### src/rtl/risci_pkg.sv
// Shared types and constants for the risci fetch stage.
package risci_pkg;
    localparam int VLEN       = 64;
    localparam int ILEN       = 32;
    localparam int INST_BYTES = 4;

    typedef struct packed {
        logic [VLEN-1:0] pc;
        logic [ILEN-1:0] inst;
    } fetch_entry_t;
endpackage

### src/rtl/risci_fetch_chk.sv
// Protocol checks for the fetch stage: credit overflow and unsolicited responses.
module risci_fetch_chk #(
    parameter int CW = 3
) (
    input logic          clk,
    input logic          rst_n,
    input logic          fifo_push,
    input logic          fifo_pop,
    input logic          fifo_full,
    input logic          rsp_valid,
    input logic [CW-1:0] inflight
);
    // A kept response must always find room once the credit rule holds.
    a_no_overflow: assert property (@(posedge clk) disable iff (!rst_n)
        !(fifo_push && fifo_full && !fifo_pop));

    // Memory may only answer requests it actually accepted.
    a_rsp_expected: assert property (@(posedge clk) disable iff (!rst_n)
        !(rsp_valid && (inflight == '0)));
endmodule

### src/rtl/risci_fifo.sv
// Registered FIFO with synchronous flush. A push into a full queue is only
// accepted when a pop happens in the same cycle.
module risci_fifo #(
    parameter int WIDTH = 8,
    parameter int DEPTH = 4,
    localparam int CW   = $clog2(DEPTH + 1)
) (
    input  logic             clk,
    input  logic             rst_n,
    input  logic             flush,
    input  logic             push,
    input  logic [WIDTH-1:0] push_data,
    input  logic             pop,
    output logic [WIDTH-1:0] pop_data,
    output logic [CW-1:0]    count,
    output logic             full,
    output logic             empty
);
    localparam int AW = (DEPTH > 1) ? $clog2(DEPTH) : 1;

    logic [WIDTH-1:0] mem_r [DEPTH];
    logic [AW-1:0]    wr_ptr_r;
    logic [AW-1:0]    rd_ptr_r;
    logic [CW-1:0]    count_r;
    logic             do_push_s;
    logic             do_pop_s;

    assign full      = (count_r == CW'(DEPTH));
    assign empty     = (count_r == '0);
    assign do_pop_s  = pop && !empty;
    assign do_push_s = push && (!full || pop);
    assign pop_data  = mem_r[rd_ptr_r];
    assign count     = count_r;

    // Pointer and occupancy tracking; flush empties the queue without touching storage.
    always_ff @(posedge clk or negedge rst_n) begin
        if (!rst_n) begin
            wr_ptr_r <= '0;
            rd_ptr_r <= '0;
            count_r  <= '0;
        end else if (flush) begin
            wr_ptr_r <= '0;
            rd_ptr_r <= '0;
            count_r  <= '0;
        end else begin
            if (do_push_s) begin
                wr_ptr_r <= wr_ptr_r + AW'(1'b1);
            end
            if (do_pop_s) begin
                rd_ptr_r <= rd_ptr_r + AW'(1'b1);
            end
            count_r <= count_r + CW'(do_push_s) - CW'(do_pop_s);
        end
    end

    // Entry storage, cleared on reset so the head reads zero.
    always_ff @(posedge clk or negedge rst_n) begin
        if (!rst_n) begin
            for (int i = 0; i < DEPTH; i++) begin
                mem_r[i] <= '0;
            end
        end else if (do_push_s && !flush) begin
            mem_r[wr_ptr_r] <= push_data;
        end
    end
endmodule

### src/rtl/risci_fetch.sv
// Instruction fetch stage: sequential address generation, credit-limited issue
// to instruction memory, prefetch queue, and redirect flush with stale-drop.
module risci_fetch #(
    parameter int              VLEN     = 64,
    parameter int              ILEN     = 32,
    parameter int              DEPTH    = 4,
    parameter logic [VLEN-1:0] RESET_PC = '0
) (
    input  logic            clk,
    input  logic            rst,
    output logic            imem_req_valid,
    input  logic            imem_req_ready,
    output logic [VLEN-1:0] imem_req_addr,
    input  logic            imem_rsp_valid,
    input  logic [ILEN-1:0] imem_rsp_data,
    input  logic            redirect_valid,
    input  logic [VLEN-1:0] redirect_pc,
    input  logic            hlt,
    output logic            inst_valid,
    input  logic            inst_ready,
    output logic [ILEN-1:0] inst_data,
    output logic [VLEN-1:0] inst_pc
);
    import risci_pkg::INST_BYTES;

    localparam int              CW      = $clog2(DEPTH + 1);
    localparam int              EW      = VLEN + ILEN;
    localparam logic [VLEN-1:0] STEP    = VLEN'(INST_BYTES);
    localparam logic [VLEN-1:0] PC_RST  = {RESET_PC[VLEN-1:2], 2'b00};
    localparam logic [CW:0]     CREDITS = (CW + 1)'(DEPTH);
    localparam logic [CW-1:0]   ONE     = CW'(1'b1);

    logic [VLEN-1:0] fetch_pc_r;
    logic [VLEN-1:0] rsp_pc_r;
    logic [VLEN-1:0] fetch_pc_nxt_s;
    logic [VLEN-1:0] rsp_pc_nxt_s;
    logic [VLEN-1:0] redirect_base_s;
    logic [CW-1:0]   inflight_r;
    logic [CW-1:0]   discard_r;
    logic [CW-1:0]   inflight_nxt_s;
    logic [CW-1:0]   discard_nxt_s;
    logic [CW-1:0]   fifo_count_s;
    logic [CW:0]     occupancy_s;
    logic            req_fire_s;
    logic            rsp_keep_s;
    logic            pop_s;
    logic            fifo_full_s;
    logic            fifo_empty_s;
    logic [EW-1:0]   push_data_s;
    logic [EW-1:0]   head_s;
    logic            unused_s;

    assign redirect_base_s = {redirect_pc[VLEN-1:2], 2'b00};
    assign unused_s        = ^redirect_pc[1:0];

    // Queued plus in-flight instructions never exceed DEPTH, so a response always fits.
    assign occupancy_s    = {1'b0, fifo_count_s} + {1'b0, inflight_r};
    assign imem_req_valid = rst && !hlt && (occupancy_s < CREDITS);
    assign imem_req_addr  = fetch_pc_r;
    assign req_fire_s     = imem_req_valid && imem_req_ready;

    assign rsp_keep_s  = imem_rsp_valid && !redirect_valid && (discard_r == '0);
    assign pop_s       = inst_valid && inst_ready;
    assign push_data_s = {rsp_pc_r, imem_rsp_data};
    assign inst_valid  = !fifo_empty_s;
    assign inst_pc     = head_s[EW-1:ILEN];
    assign inst_data   = head_s[ILEN-1:0];

    // Next-state for PCs and the in-flight / discard bookkeeping.
    always_comb begin
        inflight_nxt_s = inflight_r + CW'(req_fire_s) - CW'(imem_rsp_valid);
        fetch_pc_nxt_s = fetch_pc_r;
        rsp_pc_nxt_s   = rsp_pc_r;
        discard_nxt_s  = discard_r;
        if (redirect_valid) begin
            // Everything still outstanding after this edge belongs to the old path.
            fetch_pc_nxt_s = redirect_base_s;
            rsp_pc_nxt_s   = redirect_base_s;
            discard_nxt_s  = inflight_nxt_s;
        end else begin
            if (req_fire_s) begin
                fetch_pc_nxt_s = fetch_pc_r + STEP;
            end else begin
                fetch_pc_nxt_s = fetch_pc_r;
            end
            if (rsp_keep_s) begin
                rsp_pc_nxt_s = rsp_pc_r + STEP;
            end else begin
                rsp_pc_nxt_s = rsp_pc_r;
            end
            if (imem_rsp_valid && (discard_r != '0)) begin
                discard_nxt_s = discard_r - ONE;
            end else begin
                discard_nxt_s = discard_r;
            end
        end
    end

    // Fetch-stage state registers.
    always_ff @(posedge clk or negedge rst) begin
        if (!rst) begin
            fetch_pc_r <= PC_RST;
            rsp_pc_r   <= PC_RST;
            inflight_r <= '0;
            discard_r  <= '0;
        end else begin
            fetch_pc_r <= fetch_pc_nxt_s;
            rsp_pc_r   <= rsp_pc_nxt_s;
            inflight_r <= inflight_nxt_s;
            discard_r  <= discard_nxt_s;
        end
    end

    risci_fifo #(
        .WIDTH (EW),
        .DEPTH (DEPTH)
    ) u_queue (
        .clk       (clk),
        .rst_n     (rst),
        .flush     (redirect_valid),
        .push      (rsp_keep_s),
        .push_data (push_data_s),
        .pop       (pop_s),
        .pop_data  (head_s),
        .count     (fifo_count_s),
        .full      (fifo_full_s),
        .empty     (fifo_empty_s)
    );

    risci_fetch_chk #(
        .CW (CW)
    ) u_chk (
        .clk       (clk),
        .rst_n     (rst),
        .fifo_push (rsp_keep_s),
        .fifo_pop  (pop_s),
        .fifo_full (fifo_full_s),
        .rsp_valid (imem_rsp_valid),
        .inflight  (inflight_r)
    );
endmodule

### config.mk
export PLATFORM = sky130hd
export DESIGN_NAME = risci_fetch
export DESIGN_NICKNAME = d
export VERILOG_FILES = /design/src/rtl/risci_pkg.sv /design/src/rtl/risci_fetch_chk.sv /design/src/rtl/risci_fifo.sv /design/src/rtl/risci_fetch.sv
export SDC_FILE = /design/constraint.sdc
export NUM_CORES = 1
export LEC_CHECK = 0
export CAP_MARGIN = 40
export CORE_MARGIN = 8
export CORE_UTILIZATION = 52
export DETAILED_ROUTE_END_ITERATION = 8
export PLACE_DENSITY = 0.77
export SLEW_MARGIN = 20
export SYNTH_ARGS = -nofsm -noshare
export SYNTH_HDL_FRONTEND = slang
export SYNTH_SLANG_ARGS = --single-unit
### constraint.sdc
create_clock -name clk -period 2.6 [get_ports clk]
set_input_delay 0.52 -clock clk [delete_from_list [all_inputs] [get_ports clk]]
set_output_delay 0.52 -clock clk [all_outputs]
set_load 0.05 [all_outputs]
Word level (Yosys, flattened, before mapping)

Cells that the tools add are included.

$lt $le $gt $ge: 4
Equal/unequal tests: 1
$add $sub $neg: 10
Bitwise operators: 2
Muxes and demuxes: 17
Reduce and logical (&&, ||, !) cells: 24

Operators with widths:

| operator                                                  | number |
|---|---|
| bitwise mux 384 bit                                       | 1 |
| 2-to-1 mux 96 bit                                         | 3 |
| 2-to-1 mux 64 bit                                         | 4 |
| binary-select mux 96 bit (select 2 bit)                   | 1 |
| demux 96 bit (select 2 bit)                               | 1 |
| adder 64 x 3 -> 64 bit (second input constant)            | 2 |
| logical AND 1 bit                                         | 11 |
| nonzero test 2 bit                                        | 5 |
| 2-to-1 mux 3 bit                                          | 3 |
| 2-to-1 mux 2 bit                                          | 4 |
| adder 3 x 1 -> 3 bit                                      | 2 |
| greater-or-equal comparator 3 bit (second input constant) | 2 |
| zero test 3 bit                                           | 2 |
| NOT 2 -> 3 bit                                            | 2 |
| subtractor 3 x 1 -> 3 bit                                 | 2 |
| adder 2 x 1 -> 2 bit (second input constant)              | 2 |
| adder 3 x 3 -> 4 bit                                      | 1 |
| zero test 1 bit                                           | 4 |
| < comparator 4 x 3 -> 1 bit (second input constant)       | 1 |
| equality test 3 bit (second input constant)               | 1 |
| < comparator 3 x 1 -> 1 bit (second input constant)       | 1 |
| nonzero test 3 bit                                        | 1 |
| subtractor 3 x 1 -> 3 bit (second input constant)         | 1 |
| logical OR 1 bit                                          | 1 |

Output and inout port bits: 162
Logic and storage cells: 69
Register bits: 525
Input port bits: 103

Depth between registers and ports, before layout

Gate-level depths: netlist of run 1.

Word-level depth: 8
Mapped depth: 13
Depth with buffers taken out: 11

Modules after synthesis

From an unflattened synthesis of run 1, not the netlist that was laid out.

Cells, all modules: 1,922
Area, all modules: 26,046.2 um^2

By module, submodules not included:

| module      | cells each | seq. area each (um^2) | area each (um^2) | instances |
|---|---|---|---|---|
| risci_fifo  | 978        | 9,784.4               | 17,783.3         | 1 |
| risci_fetch | 944        | 3,253.1               | 8,262.9          | 1 |

Least setup slack after synthesis of run 1

OpenSTA, ideal clock, no wires.

Path kind: reg2reg
Start: register u_queue.count_r[2] (netlist: u_queue.count[2])
End: register discard_r[2]
Setup slack: -0.044 ns
Stages on the path, launching flop included: 14
Library setup time: 0.136 ns
Data required time: 2.464 ns
Buffers on the path: 2
Arrival time: 2.508 ns
Period minus slack after synthesis: 2.644 ns
Cells stage by stage: dfrtp_1 > ha_1 > nor4_2 > and4_1 > buf_6 > inv_2 > buf_6 > ha_1 > inv_1 > ha_1 > fa_1 > xnor2_1 > nand2_1 > o21ai_0

Longest elaborated chain between the ends: 7

Ends and longest elaborated chain:

| what                        | RTL line           | source |
|---|---|---|
| start: declaration          | risci_fifo.sv:24   | `logic [CW-1:0] count_r;` |
| start signal: assignment    | risci_fifo.sv:52   | `count_r <= count_r + CW'(do_push_s) - CW'(do_pop_s);` |
| adder 3 x 3 -> 4 bit        | risci_fetch.sv:57  | `assign occupancy_s = {1'b0, fifo_count_s} + {1'b0, inflight_r};` |
| < comparator 4 x 3 -> 1 bit | risci_fetch.sv:58  | `assign imem_req_valid = rst && !hlt && (occupancy_s < CREDITS);` |
| logical AND 1 bit           | risci_fetch.sv:58  |  |
| logical AND 1 bit           | risci_fetch.sv:60  | `assign req_fire_s = imem_req_valid && imem_req_ready;` |
| adder 3 x 1 -> 3 bit        | risci_fetch.sv:71  | `inflight_nxt_s = inflight_r + CW'(req_fire_s) - CW'(imem_rsp_valid);` |
| subtractor 3 x 1 -> 3 bit   | risci_fetch.sv:71  |  |
| via inflight_nxt_s[2]       | risci_fetch.sv:40  | `logic [CW-1:0] inflight_nxt_s;` |
| 2-to-1 mux 3 bit            | risci_fetch.sv:75  | `if (redirect_valid) begin` |
| end signal: assignment      | risci_fetch.sv:110 | `discard_r <= discard_nxt_s;` |
| end: declaration            | risci_fetch.sv:39  | `logic [CW-1:0] discard_r;` |

The timed path passes the listed nets, and every way through them passes these cells.
A chain may end at the register's enable or synchronous reset.

Final worst setup path of run 1

Start: register u_queue.rd_ptr_r[0]
End: output port inst_pc[7]

Longest elaborated chain between the ends: 4

Ends and longest elaborated chain:

| what                                                 | RTL line          | source |
|---|---|---|
| start: declaration                                   | risci_fifo.sv:23  | `logic [AW-1:0] rd_ptr_r;` |
| start signal: assignment                             | risci_fifo.sv:50  | `rd_ptr_r <= rd_ptr_r + AW'(1'b1);` |
| NOT 2 -> 3 bit (not written as such)                 | risci_fifo.sv:32  | `assign pop_data = mem_r[rd_ptr_r];` |
| binary-select mux 96 bit (select 2 bit)              | risci_fifo.sv:32  |  |
| 2-to-1 mux 96 bit (not written as such) (2 in a row) | risci_fifo.sv:32  |  |
| end: declaration                                     | risci_fetch.sv:22 | `output logic [VLEN-1:0] inst_pc` |

No other way between the ends. The select of a mux whose other input is x is not followed.

==> results of run 1 <==
-- state kept, by name, indices dropped and copies added, names as in the netlist --
register          count
imem_req_addr        62
u_queue.count         3
inflight_r            3
u_queue.mem_r       376
discard_r             3
u_queue.rd_ptr_r      2
rsp_pc_r             62
u_queue.wr_ptr_r      2
-- cells by family after synthesis --
family,after synthesis
AOI/OAI and AO/OA,132
other,1
adders and majority gates,16
buffers and inverters,173
xor gates and xnor gates,67
and+or+nand+nor,449
DFF,513
muxes,521
-- worst max-delay path, stage by stage (launching register included) --
cell and delay [ns]:
dfrtp_4 0.53, buf_12 0.16, buf_12 0.13, buf_16 0.14, mux4_2 0.46, buf_6 0.18
-- stage by stage --
step           utilization  hold WS [ns]  power [mW]
3_5_place_dp         0.597         0.471        23.8
3_3_place_gp         0.597         0.462        23.4
4_1_cts              0.651         0.178        33.6
5_1_grt              0.655         0.215        34.9
6_report             0.655         0.220        33.5
2_1_floorplan            -         0.224        19.7
-- per-layer routing --
layer,up-vias,global-route usage,routed length (um)
li1,7557,-,-
met1,8953,0.323,28400
met2,579,0.403,33800
met3,157,0.0578,4980
met4,2,0.0983,2690
met5,-,0,13
-- cells in the final DEF (no fill, tap or decap), types with 15 or more instances in the layout --
master	synthesis	routed
nand4_1	60	60
clkbuf_16	0	55
o31ai_1	15	15
nor3_1	33	33
a21oi_1	17	17
inv_1	37	36
nor4_1	30	29
dfrtp_1	513	510
mux2_1	25	25
xor2_1	24	24
and4_1	16	15
clkdlybuf4s50_1	0	153
a211oi_1	19	19
nor2_1	77	77
and3_1	17	16
xnor2_1	43	41
mux4_2	94	94
nand2b_1	18	18
buf_4	33	70
buf_6	2	90
nand3_1	44	44
o31a_1	16	16
a31oi_1	16	16
nand2_1	70	70
mux2_2	394	394
buf_12	0	31
-- final cells by class --
| type | instances | area [um^2] | share of cell area |
|---|---|---|---|
| Multi-Input combinational cell | 1189 | 11400 | 0.367 |
| Inverter | 39 | 151 | 0.00485 |
| Sequential cell | 513 | 12800 | 0.412 |
| Tap cell | 615 | 769 | 0.0247 |
| Clock inverter | 25 | 343 | 0.0110 |
| Timing Repair Buffer | 368 | 4150 | 0.133 |
| Clock buffer | 72 | 1500 | 0.0481 |
-- power breakdown --
part | internal (mW) | switching, mW
Sequential | 9.77 | 1.25
Clock | 4.76 | 3.27
Combinational | 6.48 | 8.00
-- repair_timing --
action	4_1_cts	5_1_grt
gates resized for setup	115	33
setup endpoints to repair	97	113
pin swaps	0	7
hold buffers	1	0
setup buffers	11	9
gates cloned	8	1
endpoints found under the hold margin	21	0
-- worst min path at each step --
stage | endpoint | cells past startpoint
floorplan | discard_r[0] | 0
global placement | u_queue.mem_r[377] | 1
detailed placement | u_queue.mem_r[186] | 1
CTS | u_queue.count[2] | 2
global route | u_queue.count[0] | 2
finish | u_queue.count[0] | 2
==> flow_summary_export.csv, run 1 <==
group,metric,value,unit
outcome,outcome,"finished with violations",
outcome,violations,"setup timing",
sta,rsz0062_at_grt,"yes",
place,dp_hpwl,46300,um
setup_path,ff2ff_path_depth,10,
final_layout,stdcell_area,31200,um^2
run,max_cap_violations,0,
floorplanning,die_area,55400,um^2
synthesis,synthMostInstantiatedCell,"dfrtp_1",
sta,hold_viol_final,0,
place,post-place-cells,2697,
sta,setup_viol,82,
sta,clock_skew,0.0217,ns
synthesis,synthMuxAreaShare,0.277,
sta,slew_headroom,0.324,
synthesis,synthFlopType,"dfrtp_1",
pwr,peakVddDrop,0.636,mV
place,gp_congestion,0.870,
drt,wl_per_cell,24.8,um
drt,vias,17200,
drt,drt_iter0_drc,1256,
synthesis,synth_cell_type_count,68,
min_path,min_path_type,"in -> reg",
final_layout,final_cells,2821,
clock_network,cts_made_buffers,54,
floorplanning,dieHeight,235,um
sta,fin_crit,2.72,ns
clock_network,max-clock-path-buffers,3,
final_layout,layout-drive-gt1-share,0.379,
pwr,p_leak,13.6,nW
sta,max_freq,367,MHz
synthesis,yosysTopAreaCellShare,0.513,
synthesis,ys_seq_area_frac,0.513,
clock_network,clk_pin_slew_worst_paths,0.07,ns
global_routing,antenna_found_initial,1,
sta,worst_pin_slew,1.01,ns
floorplanning,coreArea,47600,um^2
drt,vias_per_cell,6.11,
place,dpl_worst_slack,-0.278,ns
drt,drc,0,
synthesis,netlist_area,25000,um^2
global_routing,grt_start_max_net_pins,170,
clock_network,root_buffer,"clkbuf_16",
sta,slew_viol_final,0,
synthesis,synthTopCellsByCount,"dfrtp_1 (513), mux2_2 (394), mux4_2 (94)",
clock_network,clkLatencyLatePin,0.61,ns
drt,routed_wl,69900,um
setup_path,crit_type,"reg -> out",
final_layout,diodes,0,
floorplanning,start_util,0.525,
synthesis,yosys.area.top_type,"dfrtp_1",
setup_path,critPathLaunchType,"register",
global_routing,grt_pass1_vias,18400,
synthesis,synth_edf_count,0,
synthesis,async_flop_share,1.00,
final_layout,final_nets,2284,
sta,setup_ws,-0.122,ns
global_routing,gr-total-overflow,0,
pwr,powerDensity,1080,nW/um^2
clock_network,cts_tree,"built",
setup_path,setup.worst_path.end_class,"output port",
clock_network,ctsHtreeMaxLevel,2,
global_routing,grt_util_all_layers,0.249,
synthesis,syn_area_per_cell,13.4,um^2
drt,drtAntennaViolNets,0,
synthesis,ys_warn_count,0,
synthesis,synth_fa_ha_area_frac,0.00861,
setup_path,reg2reg_slack,0.03,ns
synthesis,ys_ff_latch,513,
setup_path,required,2.08,ns
setup_path,worstPathArrival,2.20,ns
synthesis,synthTopCellsByArea,"dfrtp_1 (51%), mux2_2 (18%), mux4_2 (8.5%)",
synthesis,synthCells,1872,
place,io_buffers,258,
synthesis,yosys.area_share.simple,0.107,
min_path,hold_start,"redirect_valid",
final_layout,fill_cells,3379,
final_layout,syn_to_final_growth,24.7,%
floorplanning,ios,265,
global_routing,grt_pass1_wl,110000,um
synthesis,synth_compound_area_frac,0.0377,
setup_path,critPathMaxFanout,6,
clock_network,clkSinkCount,513,
synthesis,synth_top_family_by_area,"multiplexers",
sta,final.period_utilization,1.05,
floorplanning,die_w,235,um
drt,drt_first_pass_iters,7,
synthesis,synth-xor-area-share,0.0235,
sta,setup_tns,-6.01,ns
setup_path,r2r-start,"u_queue.count[2]",
setup_path,timing.rr.end,"inflight_r[2]",
floorplanning,rows,80,
place,placedInstanceArea,28400,um^2
setup_path,critPathLaunch,"u_queue.rd_ptr_r[0]",
setup_path,timing.critical_path.to,"inst_pc[7]",
Power figures use the tool's default switching activity.
==> run 2, diff against run 1 <==
Settings changed: CTS_CLUSTER_DIAMETER from default to 80, CTS_CLUSTER_SIZE from default to 30.
==> run 2 against run 1 <==
Against the previous run:
- the run still ends with setup timing left
- routed wire length fell by 0.74%
- cell area down 3.0%
- non-clock buffer count shrank 7
- register-to-register slack better by 0.07 ns
- clock power shrank 32%
- final cell count decreased by 1.9%
- sequential share of layout area rose by 1.3 points
- maximum frequency up 1.2%
- clock-buffer cell count fell by 40
- via count decreased by 1.1%
- global-route usage down 0.45 points
- sequential power is essentially flat
- critical endpoint is now inst_pc[35]
- highest routed layer unchanged
==> flow_summary_export.csv, run 2 (synthesis gave the netlist of run 1 again) <==
group,metric,value,unit
pwr,peakVddDrop,0.585,mV
drt,routed_wl,69300,um
pwr,pwr-share-seq,0.358,
drt,vias_per_cell,6.17,
sta,setup_tns,-3.96,ns
final_layout,diodes,0,
pwr,power,30.7,mW
setup_path,critPathLaunchType,"register",
final_layout,syn_to_final_growth,21.0,%
sta,fin_crit,2.69,ns
clock_network,clk_pin_slew_worst_paths,0.10,ns
sta,setup_ws,-0.0906,ns
global_routing,grt_pass1_wl,108000,um
setup_path,required,2.08,ns
floorplanning,die_area,55400,um^2
place,io_buffers,258,
sta,hold_viol_final,0,
final_layout,final_nets,2251,
global_routing,gr-total-overflow,0,
global_routing,grt_pass1_vias,18100,
floorplanning,start_util,0.525,
sta,clock_skew,0.0373,ns
pwr,combPwrFrac,0.466,
floorplanning,dieHeight,235,um
sta,final.period_utilization,1.03,
final_layout,top_register,"u_queue.mem_r",
pwr,swShare,0.401,
floorplanning,rows,80,
clock_network,clkLatencyLatePin,0.62,ns
drt,drt_iter0_drc,1386,
pwr,switching_power,12.3,mW
floorplanning,ios,265,
clock_network,root_buffer,"clkbuf_16",
outcome,outcome,"finished with violations",
global_routing,grt_start_max_net_pins,170,
final_layout,mostFrequentLayoutCells,"dfrtp_1 (511), mux2_2 (394), clkdlybuf4s50_1 (150)",
clock_network,cts_made_buffers,28,
final_layout,fill_cells,3510,
clock_network,ctsHtreeMaxLevel,1,
drt,drc,0,
place,dp_hpwl,46300,um
sta,setup_viol,93,
final_layout,layout-drive-gt1-share,0.365,
sta,max_freq,372,MHz
clock_network,clkSinkCount,513,
setup_path,setup.worst_path.end_class,"output port",
sta,rsz0062_at_grt,"yes",
global_routing,grt_util_all_layers,0.244,
setup_path,crit_type,"reg -> out",
final_layout,largest_register_ff_count,376,
sta,slew_headroom,0.334,
pwr,internal_power,18.4,mW
setup_path,worstPathArrival,2.17,ns
drt,vias,17100,
sta,worst_pin_slew,1.00,ns
pwr,p_clk_frac,0.177,
place,placedInstanceArea,28400,um^2
drt,drtAntennaViolNets,0,
sta,slew_viol_final,0,
run,max_cap_violations,0,
global_routing,antenna_found_initial,3,
min_path,min_path_type,"in -> reg",
final_layout,final_common_cell,"dfrtp_1",
clock_network,cts_tree,"built",
drt,wl_per_cell,25.1,um
pwr,p_leak,13.2,nW
clock_network,max-clock-path-buffers,3,
place,gp_congestion,0.870,
setup_path,critPathMaxFanout,9,
drt,drt_first_pass_iters,5,
outcome,violations,"setup timing",
floorplanning,die_w,235,um
pwr,powerDensity,1010,nW/um^2
floorplanning,coreArea,47600,um^2
final_layout,stdcell_area,30200,um^2
==> run 2: power groups by stage <==
stage          Combinational (mW)  Clock (mW)  Sequential [mW]
2_1_floorplan                8.78           0             11.0
3_3_place_gp                 12.5           0             10.9
3_5_place_dp                 12.7           0             11.1
4_1_cts                      14.1        5.56             10.9
5_1_grt                      14.9        5.83             11.2
6_report                     14.3        5.43             11.0
==> run 2: worst paths after layout <==
path / start / end / slack, ns / cells past startpoint
max: u_queue.rd_ptr_r[0] / inst_pc[35] / -0.09 / 4
min: redirect_valid / u_queue.count[2] / 0.20 / 2
max reg2reg: u_queue.count[1] / u_queue.count[2] / 0.10 / 11
min reg2reg: u_queue.mem_r[186] / u_queue.mem_r[186] / 0.49 / 1
max in group asynchronous: rst / u_queue.mem_r[348] / 0.64 / 5
min in group asynchronous: rst / u_queue.mem_r[317] / 0.53 / 3
==> run 2: per-layer routing <==
layer | vias to the layer above | GRT usage | part of all wire
met1 | 8896 | 0.325 | 0.42
met5 | - | 0 | 0.00058
met2 | 570 | 0.395 | 0.48
li1 | 7472 | - | -
met3 | 118 | 0.0551 | 0.073
met4 | 6 | 0.0816 | 0.032
==> run 2: area by class of cell <==
cell class	instances	area [um^2]	area share
clock inverter	18	288	0.00951
timing repair buffer	361	4050	0.134
sequential	513	12800	0.425
inverter	39	149	0.00492
multi-input combinational	1189	11400	0.376
clock buffer	32	767	0.0254
tap	615	769	0.0254
==> run 2: repair_timing <==
action                     in CTS  in global routing
setup endpoints to repair      97                111
cloned                          7                  4
pin swaps                       0                  2
hold endpoints to repair       21                  0
setup buffers                   7                  3
resized for setup              96                 23
hold buffers                    1                  0
==> run 2: worst max-delay path, cell delays in order, from the launching register on <==
cell,delay (ns)
dfrtp_4,0.47
buf_12,0.19
buf_16,0.18
mux4_2,0.56
buf_6,0.18
==> run 2: stage by stage <==
step / hold WS [ns] / util / setup WS (ns) / std cells
after detailed placement: 0.471 / 0.597 / -0.278 / 2697
after CTS: 0.170 / 0.632 / -0.144 / 2762
final: 0.197 / 0.635 / -0.0906 / 2767
after global routing: 0.194 / 0.635 / -0.133 / 2767
after floorplan: 0.224 / - / 0.00695 / 1875
after global placement: 0.462 / 0.597 / -0.316 / 2697
